**config.mk**
```make
export PLATFORM = sky130hd
export DESIGN_NAME = uart_cmd_sequencer
export DESIGN_NICKNAME = d
export VERILOG_FILES = /design/src/rtl/uart_cmd_sequencer_pkg.sv /design/src/rtl/uart_cmd_sequencer_timeout_timer.sv /design/src/rtl/uart_cmd_sequencer.sv
export SDC_FILE = /design/constraint.sdc
export NUM_CORES = 1
export LEC_CHECK = 0
export BUFFER_PORTS_ARGS = -buffer_cell sky130_fd_sc_hd__buf_2
export CAP_MARGIN = 20
export CORE_ASPECT_RATIO = 1.1
export CORE_UTILIZATION = 45
export CTS_CLUSTER_DIAMETER = 200
export CTS_CLUSTER_SIZE = 40
export DETAILED_ROUTE_END_ITERATION = 7
export PLACE_DENSITY = 0.65
export SLEW_MARGIN = 25
export SYNTH_ARGS = -nofsm -noshare
export SYNTH_HDL_FRONTEND = slang
export SYNTH_SLANG_ARGS = --single-unit
```
**constraint.sdc**
```tcl
create_clock -name clk -period 2.6 [get_ports clk]
set_clock_uncertainty 0.2 [all_clocks]
set_input_delay 0.26 -clock clk [delete_from_list [all_inputs] [get_ports clk]]
set_output_delay 0.26 -clock clk [all_outputs]
set_load 0.05 [all_outputs]
```
**src/rtl/uart_cmd_sequencer_pkg.sv**
```systemverilog
// Shared definitions for the UART command sequencer: sync marker default,
// FSM state encodings, error counter width and the frame checksum.
package uart_cmd_sequencer_pkg;

    localparam logic [7:0]  DEFAULT_SYNC_BYTE = 8'h55;
    localparam int unsigned ERR_CNT_W         = 8;

    typedef enum logic [2:0] {
        ST_IDLE  = 3'd0,
        ST_ADDR  = 3'd1,
        ST_DATA  = 3'd2,
        ST_CHK   = 3'd3,
        ST_ISSUE = 3'd4
    } state_t;

    function automatic logic [7:0] frame_chk(input logic [7:0] addr, input logic [7:0] data);
        return addr ^ data;
    endfunction

endpackage

```
**src/rtl/uart_cmd_sequencer_timeout_timer.sv**
```systemverilog
// Inter-byte timeout counter: counts while run is high, holds at the
// threshold, and flags expiry combinationally so the caller can register it.
module uart_timeout_timer #(
    parameter int unsigned TIMEOUT_CYCLES = 1_000_000
) (
    input  logic clk,
    input  logic reset,
    input  logic clear,
    input  logic run,
    output logic expired
);

    localparam int unsigned      CNT_W = $clog2(TIMEOUT_CYCLES);
    localparam logic [CNT_W-1:0] LAST  = CNT_W'(TIMEOUT_CYCLES - 1);

    logic [CNT_W-1:0] r_cnt;

    always_ff @(posedge clk or posedge reset) begin
        if (reset) begin
            r_cnt <= '0;
        end else if (clear) begin
            r_cnt <= '0;
        end else if (run && (r_cnt != LAST)) begin
            r_cnt <= r_cnt + CNT_W'(1);
        end
    end

    assign expired = run && (r_cnt == LAST);

endmodule

```
**src/rtl/uart_cmd_sequencer.sv**
```systemverilog
// Parses SYNC/ADDR/DATA/CHK byte frames from the UART receiver into single
// register-bus writes, with backpressure, timeout and checksum error reporting.
module uart_cmd_sequencer
    import uart_cmd_sequencer_pkg::*;
#(
    parameter int unsigned CLK_FREQ       = 100_000_000,
    parameter int unsigned TIMEOUT_CYCLES = CLK_FREQ / 100,
    parameter logic [7:0]  SYNC_BYTE      = DEFAULT_SYNC_BYTE
) (
    input  logic                 clk,
    input  logic                 reset,
    input  logic                 in_valid,
    input  logic [7:0]           in_data,
    output logic                 rx_enable,
    output logic                 wr_valid,
    input  logic                 wr_ready,
    output logic [7:0]           wr_addr,
    output logic [7:0]           wr_data,
    output logic                 err_chk,
    output logic                 err_timeout,
    output logic [ERR_CNT_W-1:0] err_count
);

    state_t r_state;
    state_t w_state_nxt;

    logic                 r_rx_enable;
    logic                 r_wr_valid;
    logic [7:0]           r_wr_addr;
    logic [7:0]           r_wr_data;
    logic                 r_err_chk;
    logic                 r_err_timeout;
    logic [ERR_CNT_W-1:0] r_err_count;

    logic w_accept;
    logic w_expired;
    logic w_run;
    logic w_clear;
    logic w_lat_addr;
    logic w_lat_data;
    logic w_chk_err;
    logic w_to_err;

    assign w_accept = in_valid && r_rx_enable;
    assign w_run    = (r_state == ST_ADDR) || (r_state == ST_DATA) || (r_state == ST_CHK);
    // Any state change restarts the count, as does every accepted byte.
    assign w_clear  = w_accept || (w_state_nxt != r_state);

    uart_timeout_timer #(
        .TIMEOUT_CYCLES(TIMEOUT_CYCLES)
    ) u_timer (
        .clk    (clk),
        .reset  (reset),
        .clear  (w_clear),
        .run    (w_run),
        .expired(w_expired)
    );

    always_ff @(posedge clk or posedge reset) begin
        if (reset) begin
            r_state <= ST_IDLE;
        end else begin
            r_state <= w_state_nxt;
        end
    end

    always_comb begin
        w_state_nxt = r_state;
        w_lat_addr  = 1'b0;
        w_lat_data  = 1'b0;
        w_chk_err   = 1'b0;
        w_to_err    = 1'b0;
        case (r_state)
            ST_IDLE: begin
                if (w_accept && (in_data == SYNC_BYTE)) begin
                    w_state_nxt = ST_ADDR;
                end
            end
            ST_ADDR: begin
                if (w_accept) begin
                    w_lat_addr  = 1'b1;
                    w_state_nxt = ST_DATA;
                end else if (w_expired) begin
                    w_to_err    = 1'b1;
                    w_state_nxt = ST_IDLE;
                end
            end
            ST_DATA: begin
                if (w_accept) begin
                    w_lat_data  = 1'b1;
                    w_state_nxt = ST_CHK;
                end else if (w_expired) begin
                    w_to_err    = 1'b1;
                    w_state_nxt = ST_IDLE;
                end
            end
            ST_CHK: begin
                if (w_accept) begin
                    if (in_data == frame_chk(r_wr_addr, r_wr_data)) begin
                        w_state_nxt = ST_ISSUE;
                    end else begin
                        w_chk_err   = 1'b1;
                        w_state_nxt = ST_IDLE;
                    end
                end else if (w_expired) begin
                    w_to_err    = 1'b1;
                    w_state_nxt = ST_IDLE;
                end
            end
            ST_ISSUE: begin
                if (r_wr_valid && wr_ready) begin
                    w_state_nxt = ST_IDLE;
                end
            end
            default: begin
                w_state_nxt = ST_IDLE;
            end
        endcase
    end

    // Outputs are registered from the next state so they line up with it.
    always_ff @(posedge clk or posedge reset) begin
        if (reset) begin
            r_rx_enable   <= 1'b1;
            r_wr_valid    <= 1'b0;
            r_wr_addr     <= '0;
            r_wr_data     <= '0;
            r_err_chk     <= 1'b0;
            r_err_timeout <= 1'b0;
            r_err_count   <= '0;
        end else begin
            r_rx_enable   <= (w_state_nxt != ST_ISSUE);
            r_wr_valid    <= (w_state_nxt == ST_ISSUE);
            r_err_chk     <= w_chk_err;
            r_err_timeout <= w_to_err;
            if (w_lat_addr) begin
                r_wr_addr <= in_data;
            end
            if (w_lat_data) begin
                r_wr_data <= in_data;
            end
            if ((w_chk_err || w_to_err) && (r_err_count != '1)) begin
                r_err_count <= r_err_count + ERR_CNT_W'(1);
            end
        end
    end

    assign rx_enable   = r_rx_enable;
    assign wr_valid    = r_wr_valid;
    assign wr_addr     = r_wr_addr;
    assign wr_data     = r_wr_data;
    assign err_chk     = r_err_chk;
    assign err_timeout = r_err_timeout;
    assign err_count   = r_err_count;

endmodule
```
==> flow_metrics.tcl <==
set metrics [dict create \
    clkLatencyLatePin_ns 0.30 \
    die_h_um 83.17 \
    htree_levels 2 \
    end_kind "register" \
    pwr-share-clk 0.174 \
    timing.reg2reg.setup_slack_ns 0.14 \
    wl_mm 5.392 \
    r2r_cells 6 \
    ir_drop_uv 769.9 \
    start_util 0.4671 \
    multi_input_area_mm2 0.001360 \
    r2r_end "u_timer.r_cnt[6]" \
    io_buffers 39 \
    gr-total-overflow 0 \
    syn_area_mm2 0.002695 \
    slew_viol_final 0 \
    core-area_mm2 0.005769 \
    crit_fanout 18 \
    cts_tree "yes" \
    critPathArrivalTime_ns 2.46 \
    synth_ff_type "dfrtp_1" \
    hp-start "in_data[5]" \
    yosysWarnings 0 \
    route.detailed.drc 0 \
    timing.fmax_mhz 405.8 \
    tns_ns 0 \
    hold_path_end "wr_data[5]" \
    rows 29 \
    cts_made_buffers 5 \
    holdCritPathClass "in -> reg" \
    clkTransAtPathRegs_ns 0.09 \
    crit_required_ns 2.60 \
    critPathKind "reg -> reg" \
    seqCellArea_mm2 0.001277 \
    vias 1987 \
    finalHoldViolations 0 \
    relSlewSlack 0.5983 \
    max_cap_violations 0 \
    internal_power_mw 1.666 \
    p_seq_frac 0.393 \
    swShare 0.4107 \
    antenna_found_initial 0 \
    drtAntennaViolNets 0 \
    period_minus_slack_ns 2.464 \
    n_fill_cell 504 \
    numClockSinks 51 \
    ys_types 43 \
    r2r-start "u_timer.r_cnt[11]" \
    setup_viol 0 \
    synth_seq_cells 51 \
    grt_max_degree 31 \
    dr.first_iter.drc_count 118 \
    avgViaCountPerCell 5.385 \
    clockRootBuffer "clkbuf_8" \
    powerDensity_mw_per_mm2 898.7 \
    gp_congestion 0.7805 \
    min_period_over_period 0.9478 \
    p_comb_frac 0.433 \
    p_sw_mw 1.161 \
    syn-instance-count 242 \
    grt_pass1_vias 1987 \
    grt_usage 0.1924 \
    cts_max_path_buffers 2 \
    first_pass_iters 4 \
    synth_edf_count 0 \
    outcome "finished, final reports clean" \
    die_area_mm2 0.006303 \
    grt_pass1_wl_mm 9.294 \
    final_nets 305 \
    dp_hpwl_mm 3.947 \
    tightest_slew_ns 0.6017 \
    rsz0062_at_grt "false" \
    postSynthAreaPerCell_um2 11.14 \
    start_kind "register" \
    hold_depth 2 \
    async_flop_share 1.000 \
    drive_gt1_frac 0.3014 \
    final_area_mm2 0.003146 \
    n_antenna_cell 0 \
    synth.yosys.seq_area_share 0.4740 \
    place_area_mm2 0.003022 \
    die_x_um 75.79 \
    power_leakage_nw 1.400 \
    syn-num-nets 256 \
    ioPinCount 40 \
    synthToLayoutAreaGrowth_pct 16.71 \
    avgRoutedWirePerCell_um 14.61 \
]
==> worst max path at each step <==
stage / start / to / slack [ns] / cells past startpoint
5_1_grt: u_timer.r_cnt[11] / u_timer.r_cnt[2] / 0.04 / 6
4_1_cts: u_timer.r_cnt[6] / err_count[7] / 0.1 / 5
2_1_floorplan: u_timer.r_cnt[13] / err_count[7] / 0.28 / 5
6_report: u_timer.r_cnt[11] / u_timer.r_cnt[6] / 0.14 / 6
3_3_place_gp: u_timer.r_cnt[6] / err_count[7] / 0.15 / 5
3_5_place_dp: u_timer.r_cnt[6] / err_count[7] / 0.12 / 5
==> metrics by stage <==
stage          power, mW  hold slack, ns  instances  utilization  setup slack [ns]
2_1_floorplan      2.072          0.2117        242            -            0.2814
3_3_place_gp       2.336          0.1704        359       0.5237            0.1482
3_5_place_dp       2.355          0.1766        359       0.5237            0.1220
4_1_cts            2.859         0.02827        368       0.5428           0.09700
5_1_grt            2.973         0.03439        369       0.5452           0.04481
6_report           2.827         0.04057        369       0.5452            0.1358
==> layer usage <==
layer	track usage	part of all wire	vias up
met2	0.2985	0.48	37
li1	-	-	974
met1	0.2690	0.47	972
met4	0.06229	0.010	0
met5	0	0	-
met3	0.03641	0.035	4
==> cell usage in the layout, fill, tap and decap left out, types with 3 or more instances in the layout <==
cell type and count:
buf_4 7, nand3_1 10, and3_1 5, dfrtp_1 50
clkbuf_8 7, nand4bb_1 3, a21oi_1 7, xnor2_1 15
nor4_1 8, xnor3_1 8, buf_2 39, mux2_2 23
nand4_1 5, nor3_1 7, a211oi_1 5, nand2_1 16
a21boi_0 3, inv_1 8, o21ai_0 3, nor2_1 24
==> synth_stat cells (2+ instances only) <==
| library cell | count | area [µm²] |
|---|---|---|
| a211oi_1 | 5 | 37.54 |
| a21boi_0 | 3 | 22.52 |
| a21boi_1 | 2 | 15.01 |
| a21oi_1 | 7 | 35.03 |
| and3_1 | 5 | 31.28 |
| buf_4 | 2 | 15.01 |
| clkbuf_1 | 4 | 15.01 |
| dfrtp_1 | 50 | 1251 |
| ha_1 | 2 | 25.02 |
| inv_1 | 9 | 33.78 |
| mux2_2 | 23 | 259.0 |
| nand2_1 | 16 | 60.06 |
| nand2b_1 | 2 | 12.51 |
| nand3_1 | 10 | 50.05 |
| nand4_1 | 5 | 31.28 |
| nand4b_1 | 2 | 17.52 |
| nand4bb_1 | 3 | 33.78 |
| nor2_1 | 24 | 90.09 |
| nor3_1 | 7 | 35.03 |
| nor4_1 | 9 | 56.30 |
| o21ai_0 | 3 | 15.01 |
| o21ai_1 | 2 | 10.01 |
| o41ai_1 | 2 | 17.52 |
| or2_2 | 2 | 12.51 |
| or4_4 | 2 | 22.52 |
| or4b_1 | 2 | 20.02 |
| xnor2_1 | 15 | 131.4 |
| xnor3_1 | 8 | 180.2 |
| xor2_1 | 2 | 17.52 |
==> kinds of logic after synthesis <==
family / synth area share
multiplexers: 0.09982
flip-flops: 0.4740
AND/OR/NAND/NOR: 0.1982
XOR/XNOR: 0.1221
buffers and inverters: 0.02367
adder cells (fa/ha/maj): 0.009284
AO/OA/AOI/OAI: 0.07289
==> worst max-delay path, cell delays in order, from the launching register on <==
cell	delay, ns
dfrtp_1	0.45
or4_4	0.55
or4_4	0.53
nor2_4	0.14
a221o_1	0.25
buf_12	0.17
nor2_1	0.06
==> sequential cells by signal, indices dropped and copies added, names as in the netlist <==
name and count:
wr_data 8, rx_enable 1, err_chk 1, wr_valid 1, wr_addr 8, u_timer.r_cnt 20
err_count 8, r_state 3, err_timeout 1
==> cell type report <==
| class | count | share of cell area |
|---|---|---|
| Timing Repair Buffer | 48 | 0.08831 |
| Multi-Input combinational cell | 176 | 0.4324 |
| Clock buffer | 8 | 0.03182 |
| Inverter | 9 | 0.01074 |
| Tap cell | 77 | 0.03063 |
| Sequential cell | 51 | 0.4061 |
==> power groups by stage <==
stage / Clock, mW / Sequential, mW / Combinational, mW
after CTS: 0.511 / 1.11 / 1.24
after detailed placement: 0 / 1.13 / 1.23
after global placement: 0 / 1.12 / 1.22
after floorplan: 0 / 1.57 / 0.506
final: 0.493 / 1.11 / 1.22
after global routing: 0.542 / 1.14 / 1.29
==> repair_timing <==
| item | CTS | global route |
|---|---|---|
| gates resized for setup | 0 | 1 |
| hold endpoints to repair | 28 | 0 |
| endpoints found under the setup margin | 0 | 5 |
| buffers inserted | 0 | 1 |
| hold buffers | 1 | 0 |
No activity file was read; power rests on OpenSTA's default activity.
